File: src/rtl/sat_counter.sv
// Saturating up-counter with synchronous clear; clear wins over increment.
module sat_counter #(
    parameter int WIDTH = 32
) (
    input  logic             clk,
    input  logic             rst,
    input  logic             inc,
    input  logic             clr,
    output logic [WIDTH-1:0] count
);

    localparam logic [WIDTH-1:0] ONE = {{(WIDTH-1){1'b0}}, 1'b1};

    always_ff @(posedge clk or posedge rst) begin
        if (rst) begin
            count <= '0;
        end else if (clr) begin
            count <= '0;
        end else if (inc && (count != '1)) begin
            count <= count + ONE;
        end
    end

endmodule

File: config.mk
export PLATFORM = sky130hd
export DESIGN_NAME = sat_counter
export DESIGN_NICKNAME = d
export VERILOG_FILES = /design/src/rtl/sat_counter.sv
export SDC_FILE = /design/constraint.sdc
export NUM_CORES = 1
export LEC_CHECK = 0
export CAP_MARGIN = 40
export CORE_AREA = 10 10 73 75
export DETAILED_ROUTE_END_ITERATION = 12
export DIE_AREA = 0 0 83 85
export MAX_ROUTING_LAYER = met4
export PLACE_DENSITY = 0.74
export RECOVER_POWER = 100
export SETUP_SLACK_MARGIN = 0.02
export SKIP_CTS_REPAIR_TIMING = 1
export SLEW_MARGIN = 0
export SYNTH_ARGS = -nofsm -noshare
export SYNTH_HDL_FRONTEND = slang
export SYNTH_SLANG_ARGS = --single-unit
File: constraint.sdc
create_clock -name clk -period 2 [get_ports clk]
set_input_delay 0.2 -clock clk [delete_from_list [all_inputs] [get_ports clk]]
set_output_delay 0.2 -clock clk [all_outputs]
set_load 0.02 [all_outputs]
---- Word level (Yosys, flattened, before mapping) ----
Cells that the tools add are included.
Widths: inputs -> output; s select.
word-level totals
  bits of input ports ..................... 4
  word-level logic and storage cells ...... 7
  register bits after elaboration ......... 32
  output and inout bits ................... 32
operators by class
  reduce and logical (&&, ||, !) cells .... 2
  mux-type cells .......................... 2
  add/subtract/negate cells ............... 1
  equal/unequal tests ..................... 1
operator list
  cell                   number
  $mux 32                2
  $add 32x1->32 const B  1
  $ne 32x32->1 const B   1
  $reduce_bool 2->1      1
  $logic_and 1x1->1      1

---- Logic depth before layout (Yosys ltp) ----
Gate-level depths: netlist of run 1.
  depth after elaboration ................. 4
  mapped depth ............................ 7

---- Least setup slack after synthesis of run 1 ----
No wires, ideal clock.
  path type ............................... reg-to-reg
  start ................................... register count[0]
  end ..................................... register count[20]
  slack ................................... -0.341 ns
  arrival time ............................ 2.263 ns
  required time ........................... 1.922 ns
  cell stages (with the launch flop) ...... 8
  period minus slack after synthesis ...... 2.341 ns
  path through ............................ dfrtp_1 > ha_1 > nand2_1 > or4_4 > or3_4 > buf_6 > or4_1 > a21oi_1
on the way
  cells in the longest elaborated chain, start to end .. 3
  elaborated cells between the ends (all ways) .. 6
  classes of those cells .................. add/sub (1); eq/ne (1); mux (2); reduce/logical (2)
ends and longest elaborated chain
  item                                                  RTL line  text
  from (decl)                                           9         output logic [WIDTH-1:0] count
  from (signal assigned)                                20        count <= count + ONE;
  $add 32x1->32 / $ne 32x32->1 (equally long branches)  20, 19
  $mux 32 / $logic_and 1x1->1 (equally long branches)   19        end else if (inc && (count != '1)) begin
  $mux 32 / $reduce_bool 2->1 (equally long branches)   --
Parallel ways exist; a longest one is shown, timed or not. The select of a mux whose other input is x is not followed.
A chain may end at the register's enable or synchronous reset.

---- Worst setup path after layout of run 1 ----
  start ................................... register count[0]
  end ..................................... register count[28]
The elaborated chain is that of the path after synthesis.

==> results of run 1 <==
cells by family (layout without fill, tap and decap cells):
logic type,count (synthesis),after routing
AO/OA/AOI/OAI,61,61
XOR/XNOR,3,3
adder cells (fa/ha/maj),1,1
buffers and inverters,14,103
flip-flops,32,32
multiplexers,1,1
AND/OR/NAND/NOR,74,75
worst max-delay path, stage by stage (launching register included):
cell	delay, ps
dfrtp_2	390
ha_4	150
nand2_2	50
or4_4	440
or3_4	390
or4_1	510
a21oi_2	140
cell type report:
| type | instances | area share [%] |
|---|---|---|
| Clock buffer | 6 | 2.68 |
| Clock inverter | 2 | 1.29 |
| Inverter | 8 | 1.11 |
| Multi-Input combinational cell | 141 | 35.3 |
| Sequential cell | 32 | 29.9 |
| Tap cell | 50 | 2.31 |
| Timing Repair Buffer | 87 | 27.5 |
stage by stage:
step / utilization [%] / total power, W
2_1_floorplan: - / 0.000706
3_3_place_gp: 63.8 / 0.000743
3_5_place_dp: 63.8 / 0.000746
4_1_cts: 66.6 / 0.00136
5_1_grt: 69.3 / 0.00140
6_report: 69.3 / 0.00135
synth_stat cells (2+ instances only):
library cell and count:
dfrtp_1 32, a21oi_1 27, o31ai_1 15, or4_1 14, o21ai_0 12, or3_1 12
nand2_1 11, nand3_1 10, inv_1 8, nand4_1 6, nor2_1 6, and4_1 4
clkbuf_1 4, and3_1 3, nor4_1 3, xnor2_1 2
path summary, 6_finish.rpt:
check,startpoint,endpoint,cells after the start
setup / recovery,count[0],count[28],6
hold / removal,count[15],count[15],2
setup reg to reg,count[0],count[28],6
hold reg to reg,count[15],count[15],2
max in group asynchronous,rst,count[0],3
min in group asynchronous,rst,count[30],3
report_power, final:
group	internal [W]	switching (W)	leakage [nW]
Sequential	0.000652	0.00000458	0.435
Clock	0.000370	0.000250	0.0552
Combinational	0.0000290	0.0000453	0.684
routing by layer:
layer	wire length [um]	track usage [%]
met1	2300	15.6
met2	2700	24.9
met3	339	5.26
met4	55	3.56
met5	0	-
==> flow_metrics.env, run 1 <==
export IMPL_status="finished with violations"
export IMPL_violations="negative setup slack"
export IMPL_finClkSkew_ps=5.52
export IMPL_r2r_slack_ps=-150
export IMPL_core_area_um2=3910
export IMPL_period_minus_slack_ps=2150
export IMPL_ys_seq_area_share_pct=46.0
export IMPL_syn_avg_cell_area_um2=9.36
export IMPL_hold_violations=0
export IMPL_slew_violations=0
export IMPL_top_register="count"
export IMPL_grt_pass1_wl_um=8470
export IMPL_setup_viol=14
export IMPL_wl_per_cell_um=16.6
export IMPL_yosys_area_share_simple_pct=25.9
export IMPL_ys_flop_type="dfrtp_1"
export IMPL_critPathKind="reg2reg"
export IMPL_num_rows=23
export IMPL_fmax_mhz=465
export IMPL_grt_pass1_vias=1833
export IMPL_critPathMaxFanout=7
export IMPL_tns_ps=-849
export IMPL_initial_core_util_pct=44.5
export IMPL_die_area_um2=7060
export IMPL_synth_top_cells_by_area="dfrtp_1 46%, a21oi_1 7.8%, o31ai_1 6.5%"
export IMPL_wl_um=5400
export IMPL_p_per_area_nw_per_um2=498
export IMPL_largest_register_ffs=32
export IMPL_synth_compound_gate_area_share_pct=21.8
export IMPL_synth_nets=191
export IMPL_register_area_um2=810
export IMPL_yosys_area_top_type="dfrtp_1"
export IMPL_post_place_cells=312
export IMPL_grt_max_degree=33
export IMPL_vias=1889
export IMPL_place_ws_ps=-157
export IMPL_most_common_layout_cells="48 x buf_4, 33 x dlygate4sd3_1, 25 x a21oi_1, 25 x dfrtp_1"
export IMPL_async_reset_ff_share_pct=100
export IMPL_routabilityCongestion=0.754
export IMPL_final_cell_count_no_fill=326
export IMPL_cts_buffer_depth=2
export IMPL_rsz0062_at_grt="yes"
export IMPL_start_kind="flop"
export IMPL_grt_util_all_layers_pct=14.5
export IMPL_tritoncts="done"
export IMPL_holdWs_ps=569
export IMPL_cellLeakagePower_nw=1.17
export IMPL_pin_count=36
export IMPL_die_w_um=83
export IMPL_clk_pin_slew_ps=70
export IMPL_cp_arrival_ps=2370
export IMPL_fill_cells=319
export IMPL_cts_made_buffers=5
export IMPL_viasPerCell=5.79
export IMPL_muxShareOfSynthArea_pct=0.575
export IMPL_dpl_cell_area_um2=2500
export IMPL_drive_gt1_share_pct=29.7
export IMPL_grt_overflow_total=0
export IMPL_clock_sinks=32
export IMPL_critical_path_required_ps=2220
export IMPL_layout_commonest_cell="buf_4"
export IMPL_hold_path_class="reg2reg"
export IMPL_io_buffers=35
export IMPL_reg_largest_list="count x32"
export IMPL_synth_distinct_cells=33
export IMPL_yosys_area_share_xor_xnor_pct=1.51
export IMPL_drt_pass1_iter_count=4
export IMPL_post_route_period_util_pct=108
export IMPL_root_buffer="clkbuf_8"
export IMPL_synthAdderAreaFrac_pct=0.719
export IMPL_vdd_drop_max_mv=0.419
export IMPL_syn_to_final_growth_pct=55.8
export IMPL_die_h_um=85
export IMPL_place_hpwl_um=3570
export IMPL_multi_input_area_um2=956
export IMPL_antenna_found_initial=0
export IMPL_synth_top_family_by_area="simple AND/OR/NAND/NOR gates"
export IMPL_synth_cells=186
export IMPL_antenna_cells_inserted=0
export IMPL_max_cap_violations=0
export IMPL_final_area_um2=2710
export IMPL_worst_slack_ps=-150
export IMPL_max_slew_margin_rel_pct=43.9
export IMPL_synth_edf_count=0
export IMPL_drt_initial_drc_count=120
export IMPL_htreeDepth=2
export IMPL_drc_errors=0
export IMPL_syn_area_um2=1740
export IMPL_nets=280
export IMPL_yosysWarnings=0
export IMPL_synth_seq_cells=32
export IMPL_cp_end_kind="flop"
export IMPL_clkLatencyLatePin_ps=290
export IMPL_drtAntennaViolNets=0
export IMPL_tightest_slew_ps=841
export IMPL_synth_top_area_share_pct=46.0
(Power assumes the default switching activity.)
==> inputs of run 2 (changes only) <==
--- a/config.mk
+++ b/config.mk
@@ -6,9 +6,9 @@
 export NUM_CORES = 1
 export LEC_CHECK = 0
 export CAP_MARGIN = 40
-export CORE_AREA = 10 10 73 75
+export CORE_AREA = 2 2 65 67
 export DETAILED_ROUTE_END_ITERATION = 12
-export DIE_AREA = 0 0 83 85
+export DIE_AREA = 0 0 67 69
 export MAX_ROUTING_LAYER = met4
 export PLACE_DENSITY = 0.74
 export RECOVER_POWER = 100
==> run 2 against run 1 <==
  * The run still ends with negative setup slack left
  * Final cell count is 0.31% lower
  * Clock power is 12% lower
  * Design area is 0.92% lower
  * Global-route usage is 7.1 points higher
  * Setup slack better by 39 ps
  * Largest cell class unchanged
  * Largest power group unchanged
  * Sequential cell count stayed put
  * Critical path type unchanged
==> flow_metrics.env, run 2 (synthesis results as in run 1) <==
export IMPL_status="finished with violations"
export IMPL_violations="negative setup slack"
export IMPL_largest_register_ffs=32
export IMPL_pin_count=36
export IMPL_antenna_cells_inserted=0
export IMPL_grt_overflow_total=0
export IMPL_max_slew_margin_rel_pct=46.6
export IMPL_worst_slack_ps=-111
export IMPL_antenna_found_initial=0
export IMPL_gr_usage_met3_pct=4.89
export IMPL_register_area_um2=810
export IMPL_htreeDepth=2
export IMPL_io_buffers=35
export IMPL_cts_buffer_depth=2
export IMPL_total_power_w=0.00128
export IMPL_fill_cells=328
export IMPL_top_register="count"
export IMPL_initial_core_util_pct=44.5
export IMPL_cts_made_buffers=5
export IMPL_post_route_period_util_pct=106
export IMPL_clkLatencyLatePin_ps=280
export IMPL_rsz0062_at_grt="yes"
export IMPL_wl_per_cell_um=14.7
export IMPL_viasPerCell=5.70
export IMPL_place_ws_ps=-137
export IMPL_r2r_end="count[30]"
export IMPL_drt_initial_drc_count=154
export IMPL_drtAntennaViolNets=0
export IMPL_place_hpwl_um=3130
export IMPL_tightest_slew_ps=800
export IMPL_r2r_cells=6
export IMPL_die_w_um=67
export IMPL_holdWs_ps=584
export IMPL_grt_max_degree=33
export IMPL_use_met2_pct=34.1
export IMPL_most_common_layout_cells="44 x buf_4, 33 x dlygate4sd3_1, 25 x a21oi_1, 25 x dfrtp_1, 15 x o31ai_1"
export IMPL_wl_um=4790
export IMPL_rr_startpoint="count[0]"
export IMPL_slew_violations=0
export IMPL_grt_pass1_wl_um=7670
export IMPL_cp_end_kind="flop"
export IMPL_core_area_um2=3910
export IMPL_num_rows=23
export IMPL_clock_sinks=32
export IMPL_fmax_mhz=474
export IMPL_p_per_area_nw_per_um2=475
export IMPL_period_minus_slack_ps=2110
export IMPL_start_kind="flop"
export IMPL_cp_arrival_ps=2330
export IMPL_vdd_drop_max_mv=0.384
export IMPL_grt_util_all_layers_pct=21.6
export IMPL_critPathKind="reg2reg"
export IMPL_vias=1854
export IMPL_drive_gt1_share_pct=29.1
export IMPL_critical_path_required_ps=2220
export IMPL_r2r_slack_ps=-110
export IMPL_drt_pass1_iter_count=4
export IMPL_multi_input_area_um2=963
export IMPL_grt_pass1_vias=1732
export IMPL_syn_to_final_growth_pct=54.3
export IMPL_grt_most_used_layer="met2"
export IMPL_hold_path_class="in2async"
export IMPL_routabilityCongestion=0.785
export IMPL_drc_errors=0
export IMPL_critPathMaxFanout=6
export IMPL_max_cap_violations=0
export IMPL_finClkSkew_ps=7.27
export IMPL_root_buffer="clkbuf_8"
export IMPL_clk_pin_slew_ps=70
export IMPL_use_met1_pct=27.7
export IMPL_die_h_um=69
export IMPL_hold_violations=0
export IMPL_cellLeakagePower_nw=1.17
export IMPL_nets=279
export IMPL_setup_viol=10
export IMPL_die_area_um2=4620
export IMPL_layout_commonest_cell="buf_4"
export IMPL_tns_ps=-476
export IMPL_tritoncts="done"
export IMPL_reg_largest_list="count x32"
-- run 2: changes by cell type in the layout (fill, tap and decap cells not counted), sizes merged --
cell,delta
buf,-3
clkbuf,+4
bufinv,-1
clkinv,-1
-- run 2: critical path, stage by stage, from the launching register on --
cell and delay (ps):
dfrtp_2 380, ha_4 140, nand2_2 50, or4_4 450, or3_4 390, or4_1 500, a21oi_2 130
-- run 2: layout make-up --
type                    count  area share (%)
multi-input cells         141            35.9
flip-flops and latches     32            30.1
repair buffers             86            26.8
clock buffers               8            3.73
well taps                  50            2.33
inverters                   8            1.12
-- run 2: through the flow --
step                instances  utilization (%)  area (um^2)
floorplan                 186                -         1760
global placement          312             63.8         2500
detailed placement        312             63.8         2500
CTS                       320             66.4         2600
global route              325             68.6         2690
finish                    325             68.6         2690
-- run 2: metal layers --
metal  vias to the layer above  share of wire, %  routed length, um
li1                        906                 -                  -
met1                       895                45               2140
met2                        49                51               2420
met3                         4               4.2                202
met4                         0              0.48                 23
met5                         -                 0                  0
-- run 2: how the worst max path moves through the flow --
stage	depth (start not counted)	start	slack, ps	endpoint
2_1_floorplan	7	count[0]	-220	count[20]
3_3_place_gp	7	inc	-110	count[27]
3_5_place_dp	7	inc	-140	count[27]
4_1_cts	6	count[0]	-100	count[28]
5_1_grt	6	count[0]	-170	count[30]
6_report	6	count[0]	-110	count[30]
-- run 2: power breakdown --
group	total (W)	internal [W]	switching [W]
registers	0.000656	0.000652	0.00000436
clock network	0.000545	0.000314	0.000231
logic	0.0000737	0.0000290	0.0000446
total	0.00128	0.000995	0.000280
==> edit 1 (config.mk and constraints of run 2) <==
Register the output `count` once more, without a reset; this adds one clock of latency there.
--- a/src/rtl/sat_counter.sv
+++ b/src/rtl/sat_counter.sv
@@ -11,14 +11,20 @@
 
     localparam logic [WIDTH-1:0] ONE = {{(WIDTH-1){1'b0}}, 1'b1};
 
+    logic [WIDTH-1:0] count_s0;
+
     always_ff @(posedge clk or posedge rst) begin
         if (rst) begin
-            count <= '0;
+            count_s0 <= '0;
         end else if (clr) begin
-            count <= '0;
-        end else if (inc && (count != '1)) begin
-            count <= count + ONE;
+            count_s0 <= '0;
+        end else if (inc && (count_s0 != '1)) begin
+            count_s0 <= count_s0 + ONE;
         end
+    end
+
+    always_ff @(posedge clk) begin
+        count <= count_s0;
     end
 
 endmodule
Formal check against the unedited RTL: not equivalent (Yosys sat finds a counterexample within 4 cycles, from zero or initial values and one cycle with rst high).
==> edit 1 against run 2 <==
- the flow still finishes with violations (setup timing)
- critical path depth is the same
- setup slack gained 0.050 ns
- wire length grew 63%
- final area grew 32%
- die area is the same
- combinational power grew 34%
- area after synthesis grew 47%
- sequential cell count grew 32
- total power grew 110%
==> edit 1: results (changes against run 2) <==
failing checks setup timing; Yosys cell types 45 (+36%); Gate Count Post-Synth 240 (+29%); Starting DRT DRC Count 300 (+95%); top cell type's share of synthesized area 31.3% (-15 points); Clock Latency Late Sink 0.34 ns (+0.06 ns); VDD IR max 0.863 mV (+120%); sequential-to-total area share from yosys stat 56.4% (+10 points); H-tree depth 3 (+1); routed vias/inst 6.53 (+14%); Setup crit start count_s0[8]; critical path's largest stage delay 0.56 ns (+0.06 ns); clock buffer count from CTS 9 (+4); DR pass1 iterations 6 (+2); global-route usage over all layers 30.8% (+9.2 points); setup violators final 3 (-7); async set-reset flop share out of synthesis 50.0% (-50 points); largest cells by area after synthesis dfrtp_1 (31%), dfxtp_1 (25%), a21oi_1 (4.3%); WL/cell 21.1 microns (+43%); post-DP HPWL 4.25 mm (+36%); setup slack after layout -0.0612 ns (+0.0501 ns); leakage power 0.00142 uW (+21%); Worst Clk Skew 0.0123 ns (+0.00502 ns); share of cells above drive strength 1 28.8% (-0.25 points); number of global-route vias before repair 2235 (+29%); worst-path maximum fanout 10 (+4); hold slack 0.256 ns (-0.328 ns); first-pass GRT wire length 10.4 mm (+35%); status finished with violations; Fillers 166 (-49%)
## edit 1: worst max-delay path by stage
stage                         endpoint  depth (start not counted)
after global routing       count_s0[6]                          7
after global placement    count_s0[31]                          6
final                      count_s0[6]                          6
after detailed placement  count_s0[26]                          6
after floorplan           count_s0[19]                          7
after CTS                 count_s0[24]                          5
## edit 1: stage by stage
step	TNS, ns	area, sq um
global route	-1.35	3560
global placement	0	3200
floorplan	-0.210	2580
detailed placement	0	3200
finish	-0.120	3560
CTS	-0.102	3440
## edit 1: cells by family (layout without fill, tap and decap cells)
family | after synthesis | in the layout | synth area share [%]
adders and majority gates | 1 | 1 | 0.489
AOI/OAI and AO/OA | 48 | 48 | 11.4
DFF | 64 | 64 | 56.4
buffers and inverters | 12 | 91 | 2.84
muxes | 4 | 4 | 1.86
xor gates and xnor gates | 4 | 4 | 1.37
and+or+nand+nor | 107 | 107 | 25.6
## edit 1: worst max-delay path: cells and delay by family (launching register included)
family,cells,cell delay (ns)
and+or+nand+nor,2,0.74
AOI/OAI and AO/OA,3,0.57
DFF,1,0.43
buffers and inverters,1,0.23
## edit 1: cell type report
type	count	area (sq um)	share of cell area, %
clock buffer	13	179	5.03
sequential	64	1440	40.6
inverter	2	7.51	0.211
timing repair buffer	74	651	18.3
tap	50	62.6	1.76
multi-input combinational	164	1150	32.4
clock inverter	2	60.1	1.69
## edit 1: power by group
group          leakage [uW]  internal [uW]  total (uW)  switching (uW)
clock              0.000122            832        1310             482
combinational      0.000600           36.2        99.1            62.9
sequential         0.000700           1290        1300            4.83
total               0.00142           2160        2710             550
## edit 1: layer usage
| layer | vias to the layer above | GRT usage [%] | wire length (microns) |
|---|---|---|---|
| met5 | - | - | 0 |
| met4 | 0 | 12.9 | 367 |
| met3 | 46 | 8.97 | 509 |
| met2 | 143 | 50.4 | 4100 |
| met1 | 1168 | 34.6 | 2820 |
| li1 | 1051 | - | - |
==> edit 2 (config.mk and constraints of run 2) <==
Without the edit above. `WIDTH`: 32 -> 16.
--- a/src/rtl/sat_counter.sv
+++ b/src/rtl/sat_counter.sv
@@ -1,6 +1,6 @@
 // Saturating up-counter with synchronous clear; clear wins over increment.
 module sat_counter #(
-    parameter int WIDTH = 32
+    parameter int WIDTH = 16
 ) (
     input  logic             clk,
     input  logic             rst,
Ports: changed (resized count); port bits go from 36 to 20. The function was not compared with the original's and may differ.
==> edit 2 against run 2 <==
- global-route usage is 9.7 points lower
- setup slack better by 0.27 ns
- sequential cell count down 16
- clock skew fell by 0.0024 ns
- critical path depth down 2
- count of clock-buffer cells in the layout fell by 4
- final area shrank 52%
- wire length down 51%
- area after synthesis decreased by 46%
- total power is 47% lower
- non-clock buffer count down 57
==> edit 2: results (changes against run 2) <==
Register Area 402 sq um (-50%); Total Routed Length 2.36 mm (-51%); nonclk buf count 29 (-66%); IO Port Bufs 19 (-46%); leakage power 0.000515 uW (-56%); critical path's largest stage delay 0.57 ns (+0.07 ns); first-pass GRT wire length 4.24 mm (-45%); # clk buffers 4 (-4); Met1 Wirelength 1.06 mm (-51%); Worst Setup EP count[13]; Post-Synth XOR/XNOR Area 0% (-1.5 points); global-route usage over all layers 11.9% (-9.7 points); worst-path maximum fanout 7 (+1); post-synthesis adder-cell area fraction 1.34% (+0.62 points); Worst Clk Skew 0.00488 ns (-0.00239 ns); Worst path slowest cell or4_4; relative slew slack 57.0% (+10 points); pin count of the biggest net entering global routing 17 (-48%); Largest regs count x16; Fin Setup TNS 0 ns (+0.476 ns); status finished clean; Non-clk invs 3 (-5); GR Util met2 17.8% (-16 points); Hold Path Class primary input to asynchronous set/reset pin; largest cells by area after synthesis dfrtp_1 (43%), a21oi_1 (6.4%), or4_1 (4.8%); Clock Latency Late Sink 0.25 ns (-0.03 ns); VDD IR max 0.314 mV (-18%); multiplexer share of the synthesized area 3.49% (+2.9 points); H-tree depth 1 (-1); Yosys cell types 29 (-12%); sequential-to-total area share from yosys stat 43.0% (-3.1 points); Internal 527 uW (-47%); met3 WL 100 microns (-50%); Syn Nets 106 (-45%); Multi-input gate area 495 sq um (-49%); worst path arrival time 2.02 ns (-0.31 ns); Placer Congestion 0.805 (+2.5%); Starting DRT DRC Count 24 (-84%); Final nets 136 (-51%); Fillers 448 (+37%); M3 GR Usage 1.63% (-3.3 points); #FFs+latches synth 16 (-50%); post-synthesis compound-gate area fraction 15.7% (-6.1 points); met2 routed WL 1.18 mm (-51%); Vias 944 (-49%); Most Crowded Layer GR met2; number of global-route vias before repair 898 (-48%); Reg2Reg Depth 4 (-2); post-DP HPWL 1.79 mm (-43%); met1 usage 16.3% (-11 points); multi-input gate count 78 (-45%); clock network contribution to total cell area 4.29% (+0.56 points); CTS Buffer Depth 2 (unchanged); r2r startpoint count[8]; Synth warnings 0 (unchanged); top cells by count, synth dfrtp_1 (16), a21oi_1 (12), nand3_1 (7); flop2flop setup slack 0.16 ns (+0.27 ns); clock buffer count from CTS 3 (-2); NonClk Buf Share 20.1% (-6.8 points)
edit 2: cell count changes in the layout (fill, tap and decap cells not counted), sizes merged, moves of 5 or more:
cell	before	now
a21oi	27	12
buf	47	8
clkbuf	12	6
dfrtp	32	16
dlygate4sd3	33	17
inv	8	3
nand2	11	6
o21ai	12	5
o31ai	15	5
or3	14	7
or4	15	8
edit 2: metrics by stage:
step,cell area (sq um),hold WS (ns),worst slack [ns],cells
3_5_place_dp,1230,0.581,0.127,176
2_1_floorplan,932,0.114,0.0926,101
4_1_cts,1290,0.355,0.131,180
3_3_place_gp,1230,0.559,0.145,176
5_1_grt,1280,0.559,0.0488,180
6_report,1280,0.470,0.155,180
edit 2: power groups by stage:
stage / combinational (uW) / clock, uW / sequential, uW
finish: 57.4 / 292 / 330
detailed placement: 59.8 / 0 / 336
CTS: 60.1 / 303 / 330
floorplan: 25.6 / 0 / 343
global route: 64.5 / 312 / 331
global placement: 59.0 / 0 / 336
